### config.mk
export PLATFORM = sky130hd
export DESIGN_NAME = mem_ctrl_ws
export DESIGN_NICKNAME = d
export VERILOG_FILES = /design/src/rtl/mem_ctrl_ws.sv
export SDC_FILE = /design/constraint.sdc
export NUM_CORES = 1
export LEC_CHECK = 0
export CAP_MARGIN = 20
export CORE_MARGIN = 2
export CORE_UTILIZATION = 40
export CTS_BUF_LIST = sky130_fd_sc_hd__clkbuf_4
export DETAILED_ROUTE_END_ITERATION = 12
export GPL_TIMING_DRIVEN = 0
export PLACE_DENSITY_LB_ADDON = 0.25
export SYNTH_ARGS = -nofsm -noshare
export SYNTH_HDL_FRONTEND = slang
export SYNTH_SLANG_ARGS = --single-unit
### constraint.sdc
create_clock -name clk -period 2.4 [get_ports clk]
set_input_delay 0.48 -clock clk [delete_from_list [all_inputs] [get_ports clk]]
set_output_delay 0.48 -clock clk [all_outputs]
set_load 0.02 [all_outputs]
### src/rtl/mem_ctrl_ws.sv
// mem_ctrl_ws: wait-state memory controller between the Beta CPU data port
// and a synchronous single-port RAM. It takes one CPU request at a time
// under a Valid/Ready handshake. Each access drives the RAM for one cycle,
// latches read data in the next cycle, and then holds the controller busy
// for WAIT_CYCLES idle cycles. A word address at or above MEMDEPTH is never
// sent to the RAM. Instead it is reported on Err.
//
// Ports:
//   clk, rst              clock, synchronous active-high reset
//   Valid, RW             CPU request strobe and direction (1 = read)
//   Addr_in, Wdata_in     CPU word address and write data
//   Be_in                 CPU byte-lane enables (writes only)
//   Ready                 controller idle; last result is valid
//   Rdata                 last read result, held until the next read completes
//   Err                   last request was out of range
//   Addr, rdEn, wrEn      RAM address and one-cycle enables
//   Ram_wdata, Ram_be     RAM write data and byte-lane write enables
//   Ram_rdata             RAM read data, valid the cycle after rdEn

`timescale 1ns/1ps

module mem_ctrl_ws #(
    parameter int DWIDTH      = 32,
    parameter int AWIDTH      = 8,
    parameter int MEMDEPTH    = 256,
    parameter int WAIT_CYCLES = 2
) (
    input  logic                  clk,
    input  logic                  rst,
    input  logic                  Valid,
    input  logic                  RW,
    input  logic [AWIDTH-1:0]     Addr_in,
    input  logic [DWIDTH-1:0]     Wdata_in,
    input  logic [DWIDTH/8-1:0]   Be_in,
    output logic                  Ready,
    output logic [DWIDTH-1:0]     Rdata,
    output logic                  Err,
    output logic [AWIDTH-1:0]     Addr,
    output logic                  rdEn,
    output logic                  wrEn,
    output logic [DWIDTH-1:0]     Ram_wdata,
    output logic [DWIDTH/8-1:0]   Ram_be,
    input  logic [DWIDTH-1:0]     Ram_rdata
);

    // The counter is loaded with one less than the wait count. Its zero
    // cycle is then the last WAIT cycle.
    localparam logic [7:0] WAIT_LOAD = (WAIT_CYCLES > 0) ? 8'(WAIT_CYCLES - 1) : 8'd0;

    // One extra bit lets MEMDEPTH == 2**AWIDTH compare correctly.
    localparam logic [AWIDTH:0] DEPTH_LIMIT = (AWIDTH+1)'(MEMDEPTH);

    typedef enum logic [2:0] {
        IDLE,
        ACCESS,
        LATCH,
        WAIT,
        ERROR
    } state_t;

    state_t              state, state_n;
    logic                rw_q, rw_n;
    logic [7:0]          wait_cnt, wait_cnt_n;
    logic                ready_n;
    logic [DWIDTH-1:0]   rdata_n;
    logic                err_n;
    logic [AWIDTH-1:0]   addr_n;
    logic                rd_en_n, wr_en_n;
    logic [DWIDTH-1:0]   wdata_n;
    logic [DWIDTH/8-1:0] be_n;

    // Next-state and next-output logic. Every output is registered, so this
    // block computes the value each register takes at the coming edge. The
    // RAM enables default to 0, which makes them one-cycle pulses.
    always_comb begin
        state_n    = state;
        rw_n       = rw_q;
        wait_cnt_n = wait_cnt;
        ready_n    = Ready;
        rdata_n    = Rdata;
        err_n      = Err;
        addr_n     = Addr;
        rd_en_n    = 1'b0;
        wr_en_n    = 1'b0;
        wdata_n    = Ram_wdata;
        be_n       = Ram_be;

        case (state)
            IDLE: begin
                if (Valid && Ready) begin
                    addr_n  = Addr_in;
                    rw_n    = RW;
                    wdata_n = Wdata_in;
                    be_n    = Be_in;
                    err_n   = 1'b0;
                    ready_n = 1'b0;
                    if ({1'b0, Addr_in} >= DEPTH_LIMIT) begin
                        state_n = ERROR;
                    end else begin
                        state_n = ACCESS;
                        rd_en_n = RW;
                        wr_en_n = ~RW;
                    end
                end
            end
            ACCESS: begin
                state_n = LATCH;
            end
            LATCH: begin
                // The RAM presents read data during this cycle.
                if (rw_q) begin
                    rdata_n = Ram_rdata;
                end
                if (WAIT_CYCLES == 0) begin
                    state_n = IDLE;
                    ready_n = 1'b1;
                end else begin
                    state_n    = WAIT;
                    wait_cnt_n = WAIT_LOAD;
                end
            end
            WAIT: begin
                if (wait_cnt == 8'd0) begin
                    state_n = IDLE;
                    ready_n = 1'b1;
                end else begin
                    wait_cnt_n = wait_cnt - 8'd1;
                end
            end
            ERROR: begin
                state_n = IDLE;
                ready_n = 1'b1;
                err_n   = 1'b1;
            end
            default: begin
                state_n = IDLE;
                ready_n = 1'b1;
            end
        endcase
    end

    // State and output registers. Reset drops any in-flight request and
    // clears every RAM-facing register. As a result, no enable survives the
    // reset edge.
    always_ff @(posedge clk) begin
        if (rst) begin
            state     <= IDLE;
            rw_q      <= 1'b0;
            wait_cnt  <= 8'd0;
            Ready     <= 1'b1;
            Rdata     <= '0;
            Err       <= 1'b0;
            Addr      <= '0;
            rdEn      <= 1'b0;
            wrEn      <= 1'b0;
            Ram_wdata <= '0;
            Ram_be    <= '0;
        end else begin
            state     <= state_n;
            rw_q      <= rw_n;
            wait_cnt  <= wait_cnt_n;
            Ready     <= ready_n;
            Rdata     <= rdata_n;
            Err       <= err_n;
            Addr      <= addr_n;
            rdEn      <= rd_en_n;
            wrEn      <= wr_en_n;
            Ram_wdata <= wdata_n;
            Ram_be    <= be_n;
        end
    end

endmodule

**Yosys cells after proc, flatten, opt, wreduce, memory -nomap -nowiden**

Index checks and enable logic that the tools add are counted.
Widths: inputs -> output; s select.

- Flip-flop bits (word level): 92
- Bits of input ports: 80
- Output and inout port bits: 80
- Word-level logic and storage cells: 45

- Add/subtract/negate cells: 1
- Eq/ne operators: 7
- Multiplexer cells: 9
- Bitwise logic cells: 4
- Reduce and logical (&&, ||, !) cells: 13

Operators by type and width:

| cell | number |
|---|---|
| $pmux 8 s2 | 1 |
| $pmux 3 s4 | 1 |
| $reduce_and 2->1 | 5 |
| $logic_not 8->1 | 1 |
| $mux 8 | 1 |
| $sub 8x1->8 const B | 1 |
| $eq 3x2->1 const B | 2 |
| $mux 3 | 2 |
| $ne 2x2->1 const B | 3 |
| $not 1->1 | 4 |
| $reduce_bool 2->1 | 2 |
| $eq 3x1->1 const B | 1 |
| $eq 3x3->1 const B | 1 |
| $logic_not 3->1 | 1 |
| $pmux 1 s3 | 1 |
| $reduce_and 3->1 | 1 |
| $reduce_or 3->1 | 1 |
| $mux 1 | 2 |
| $pmux 1 s2 | 1 |
| $reduce_or 2->1 | 1 |
| $logic_and 1x1->1 | 1 |

**Depth between registers and ports, before layout**

- Depth after elaboration: 4
- Depth in mapped cells: 7

**Least setup slack after synthesis**

No wires, ideal clock.

- Path kind: register to register
- From: register wait_cnt[0]
- To: register Ready
- Library setup time: 120 ps
- Arrival time: 1,633 ps
- Data required time: 2,280 ps
- Path slack: 648 ps
- Cell stages (with the launch flop): 7
- Period minus slack after synthesis: 1,752 ps
- Cell sequence: dfxtp_1 inv_1 ha_1 or3b_2 o21ai_4 nand3b_1 a211o_1

- Longest elaborated chain between the ends: 3

RTL lines:

| item | line | RTL |
|---|---|---|
| start, declared | 63 | `logic [7:0] wait_cnt, wait_cnt_n;` |
| start signal, assigned | 161 | `wait_cnt <= wait_cnt_n;` |
| $logic_not 8->1 | 123 | `if (wait_cnt == 8'd0) begin` |
| $ne 2x2->1 (no line) | - |  |
| $reduce_and 3->1 (no line) | - |  |
| end signal, assigned | 162 | `Ready <= ready_n;` |
| end, declared | 35 | `output logic Ready,` |

Every way passes these cells.
A chain may end at the register's enable or synchronous reset.

**Final worst setup path**

- From: register state[0]
- To: register Ram_wdata[15]

- Longest elaborated chain between the ends: 2

RTL lines:

| item | line | RTL |
|---|---|---|
| start, declared | 61 | `state_t state, state_n;` |
| start signal, assigned | 159 | `state <= state_n;` |
| $logic_not 3->1 | 88 | `case (state)` |
| $reduce_and 2->1 (no line) | - |  |
| end signal, assigned | 168 | `Ram_wdata <= wdata_n;` |
| end, declared | 41 | `output logic [DWIDTH-1:0] Ram_wdata,` |

Every way passes these cells.

==> flow_summary.toml <==
[clock_network]
clock-sinks = 90
holdBufCountCts = 0
cts_resized = 0
cts_setup_buffers = 0
h-tree-depth = 3
clk_pin_slew_ps = 150
numCtsBuffers = 9
cts_root_buf = "clkbuf_4"
cts_buffer_depth = 2
cts_tree = "built"
clkLatencyLatePin_ps = 430

[critical_path]
crit_family = "compound AO/OA/AOI/OAI gates"
worstRegToRegCells = 5
critPathBufInv = 2
worst_setup_path_start_kind = "register"
worstReg2RegStart = "state[0]"
critical_path.cell_chain = "inv_1 > ha_1 > a31oi_1 > clkbuf_1 > a22o_1"
rrSetupSlack_ps = 230
worstSetupPathType = "reg2reg"
crit_fanout = 10
rr_endpoint = "Ram_wdata[15]"
arrival_ps = 2540
max_stage_delay_ps = 750
setup.worst_path.end_class = "register"
cp_slowest_cell = "a31oi_1"
worstPathRequired_ps = 2770
setup.worst_path.start = "state[0]"

[layout]
multi_input_area_um2 = 1217
nNetsFinal = 574
drive_above_1_share_pct = 4.049
design_area_um2 = 4969
n_antenna_cell = 0
area_growth_pct = 59.03
fillers = 626
final_cell_count_no_fill = 596
register_area_um2 = 1802

[power]
powerDensity_nw_per_um2 = 923.0
p_leak_nw = 1.813
irDropWorstVdd_uv = 480.0

[die]
io-pin-count = 160
rows = 32
start_util_pct = 40.85
die_x_um = 92.38
core-area_um2 = 7647
dieArea_um2 = 8533
die_y_um = 92.38

[global_route]
track_usage_pct = 18.87
grt_pass1_vias = 2787
grt_max_degree = 17
antenna_found_initial = 0
overflow = 0
grt_pass1_wl_mm = 12.83

[detailed_routing]
wl_mm = 7.982
drc_errors = 0
viasPerCell = 4.747
drt_iter0_drc = 67
dr.pass1.iters = 4
ant_nets = 0
dr_total_vias = 2829
routedWlPerCell_um = 13.39

[placement]
post-dp-hpwl_mm = 6.028
numPortBuffers = 157
placedCellCount = 580
pre_cts_slack_ps = -29.65
placed_area_um2 = 4823
gp_congestion = 0.8005

[sta]
finalCriticalPeriod_ps = 2166
fin_crit_sh_pct = 90.24
max_freq_ghz = 0.4617
slew_headroom_pct = 39.98
report.final.slew_viol_count = 0
setup_viol = 0
final.setup_skew_ps = 16.64
worst_slack_ps = 234.2
tightest_slew_ps = 896.1
rsz0062_at_grt = "no"
timing.hold.ws_ps = 464.2
hold_viol = 0

[min_path]
hp-start = "Rdata[29]"
worstHoldPathType = "reg2reg"
holdPathEnd = "Rdata[29]"
hold_path_depth = 2

[run]
drv_cap = 0

[synthesis]
synth_edf_count = 0
synth_nets = 406
syn_area_um2 = 3124
syn_area_per_cell_um2 = 9.733
synth_common_cells = "90 x dfxtp_1, 68 x nand2_1, 44 x a22o_1, 36 x a21oi_1, 20 x clkbuf_1"
syn_inst = 321
ys_seq_elements = 90
async_reset_ff_share_pct = 0
yosysMostFrequentCell = "dfxtp_1"
yosysSeqAreaShare_pct = 57.67
synth_ff_type = "dfxtp_1"
yosys.area.top_type = "dfxtp_1"
yosysUniqueCellTypes = 37
synth_warnings = 0
synth_top_area_share_pct = 57.67
ys_top_cells_by_area = "dfxtp_1 58%, a22o_1 12%, nand2_1 8.2%"

[status]
outcome = "finished, final reports clean"
registers in the layout (all words and copies together), names as in the netlist:
| signal | flops |
|---|---|
| Ram_wdata | 32 |
| Addr | 8 |
| Rdata | 32 |
| state | 2 |
| Ready | 1 |
| Ram_be | 4 |
| rw_q | 1 |
| wait_cnt | 8 |
| rdEn | 1 |
| wrEn | 1 |
routing by layer:
| layer | part of all wire, % | track usage (%) | vias up |
|---|---|---|---|
| li1 | - | - | 1460 |
| met1 | 43 | 21.56 | 1244 |
| met4 | 1.2 | 7.836 | 0 |
| met2 | 45 | 31.27 | 115 |
| met5 | 0 | 0 | - |
| met3 | 11 | 7.648 | 10 |
where the power goes:
part	switching (W)	internal, W	total, W
logic	0.000887	0.000861	0.00175
clock network	0.000523	0.000327	0.000850
registers	0.000207	0.00178	0.00199
total	0.00162	0.00297	0.00459
worst min-delay path, delay by kind of cell, from the launching register on:
kind,cells,cell delay (ps)
AO/OA/AOI/OAI,1,50
flip-flops,1,340
AND/OR/NAND/NOR,1,50
cells by family after synthesis:
family	count (synthesis)	synth area share, %
AND/OR/NAND/NOR	100	14.14
AO/OA/AOI/OAI	94	21.59
flip-flops	90	57.67
buffers and inverters	27	3.364
adder cells (fa/ha/maj)	5	2.002
XOR/XNOR	4	1.122
other	1	0.1200
per-stage QoR:
| stage | setup TNS (ps) | util, % | power, W |
|---|---|---|---|
| 2_1_floorplan | 0 | - | 0.003034 |
| 3_3_place_gp | -422.5 | 63.07 | 0.003733 |
| 3_5_place_dp | -658.9 | 63.07 | 0.003768 |
| 4_1_cts | 0 | 64.97 | 0.004634 |
| 5_1_grt | 0 | 64.97 | 0.004866 |
| 6_report | 0 | 64.97 | 0.004586 |
worst max path at each step:
stage	end	cells past startpoint
after floorplan	Ready	6
after global placement	Ram_wdata[2]	4
after CTS	Ram_wdata[3]	5
after global routing	Ram_wdata[3]	5
final	Ram_wdata[15]	5
after detailed placement	Ram_wdata[27]	4
cell usage in the layout, fill, tap and decap left out, types with 2 or more instances in the layout:
cell type        instances
a22o_1                  44
nand3_1                  2
ha_1                     5
nand2_1                 68
inv_1                    5
o21ai_1                  2
clkbuf_1                20
a21oi_1                 36
clkinv_4                 2
nand4_1                  3
clkdlybuf4s50_1        157
clkbuf_4                 9
nor2_1                   9
nor4_1                   2
inv_6                    2
a21o_1                   3
dfxtp_1                 90
xor2_1                   3
nor3_1                   6
and2_1                   2
area by class of cell:
| class | instances | share of cell area [%] |
|---|---|---|
| Sequential cell | 90 | 36.26 |
| Timing Repair Buffer | 157 | 31.63 |
| Multi-Input combinational cell | 204 | 24.50 |
| Tap cell | 102 | 2.569 |
| Buffer | 22 | 1.738 |
| Clock inverter | 7 | 1.561 |
| Clock buffer | 9 | 1.360 |
| Inverter | 5 | 0.3777 |
Power figures use the tool's default switching activity.
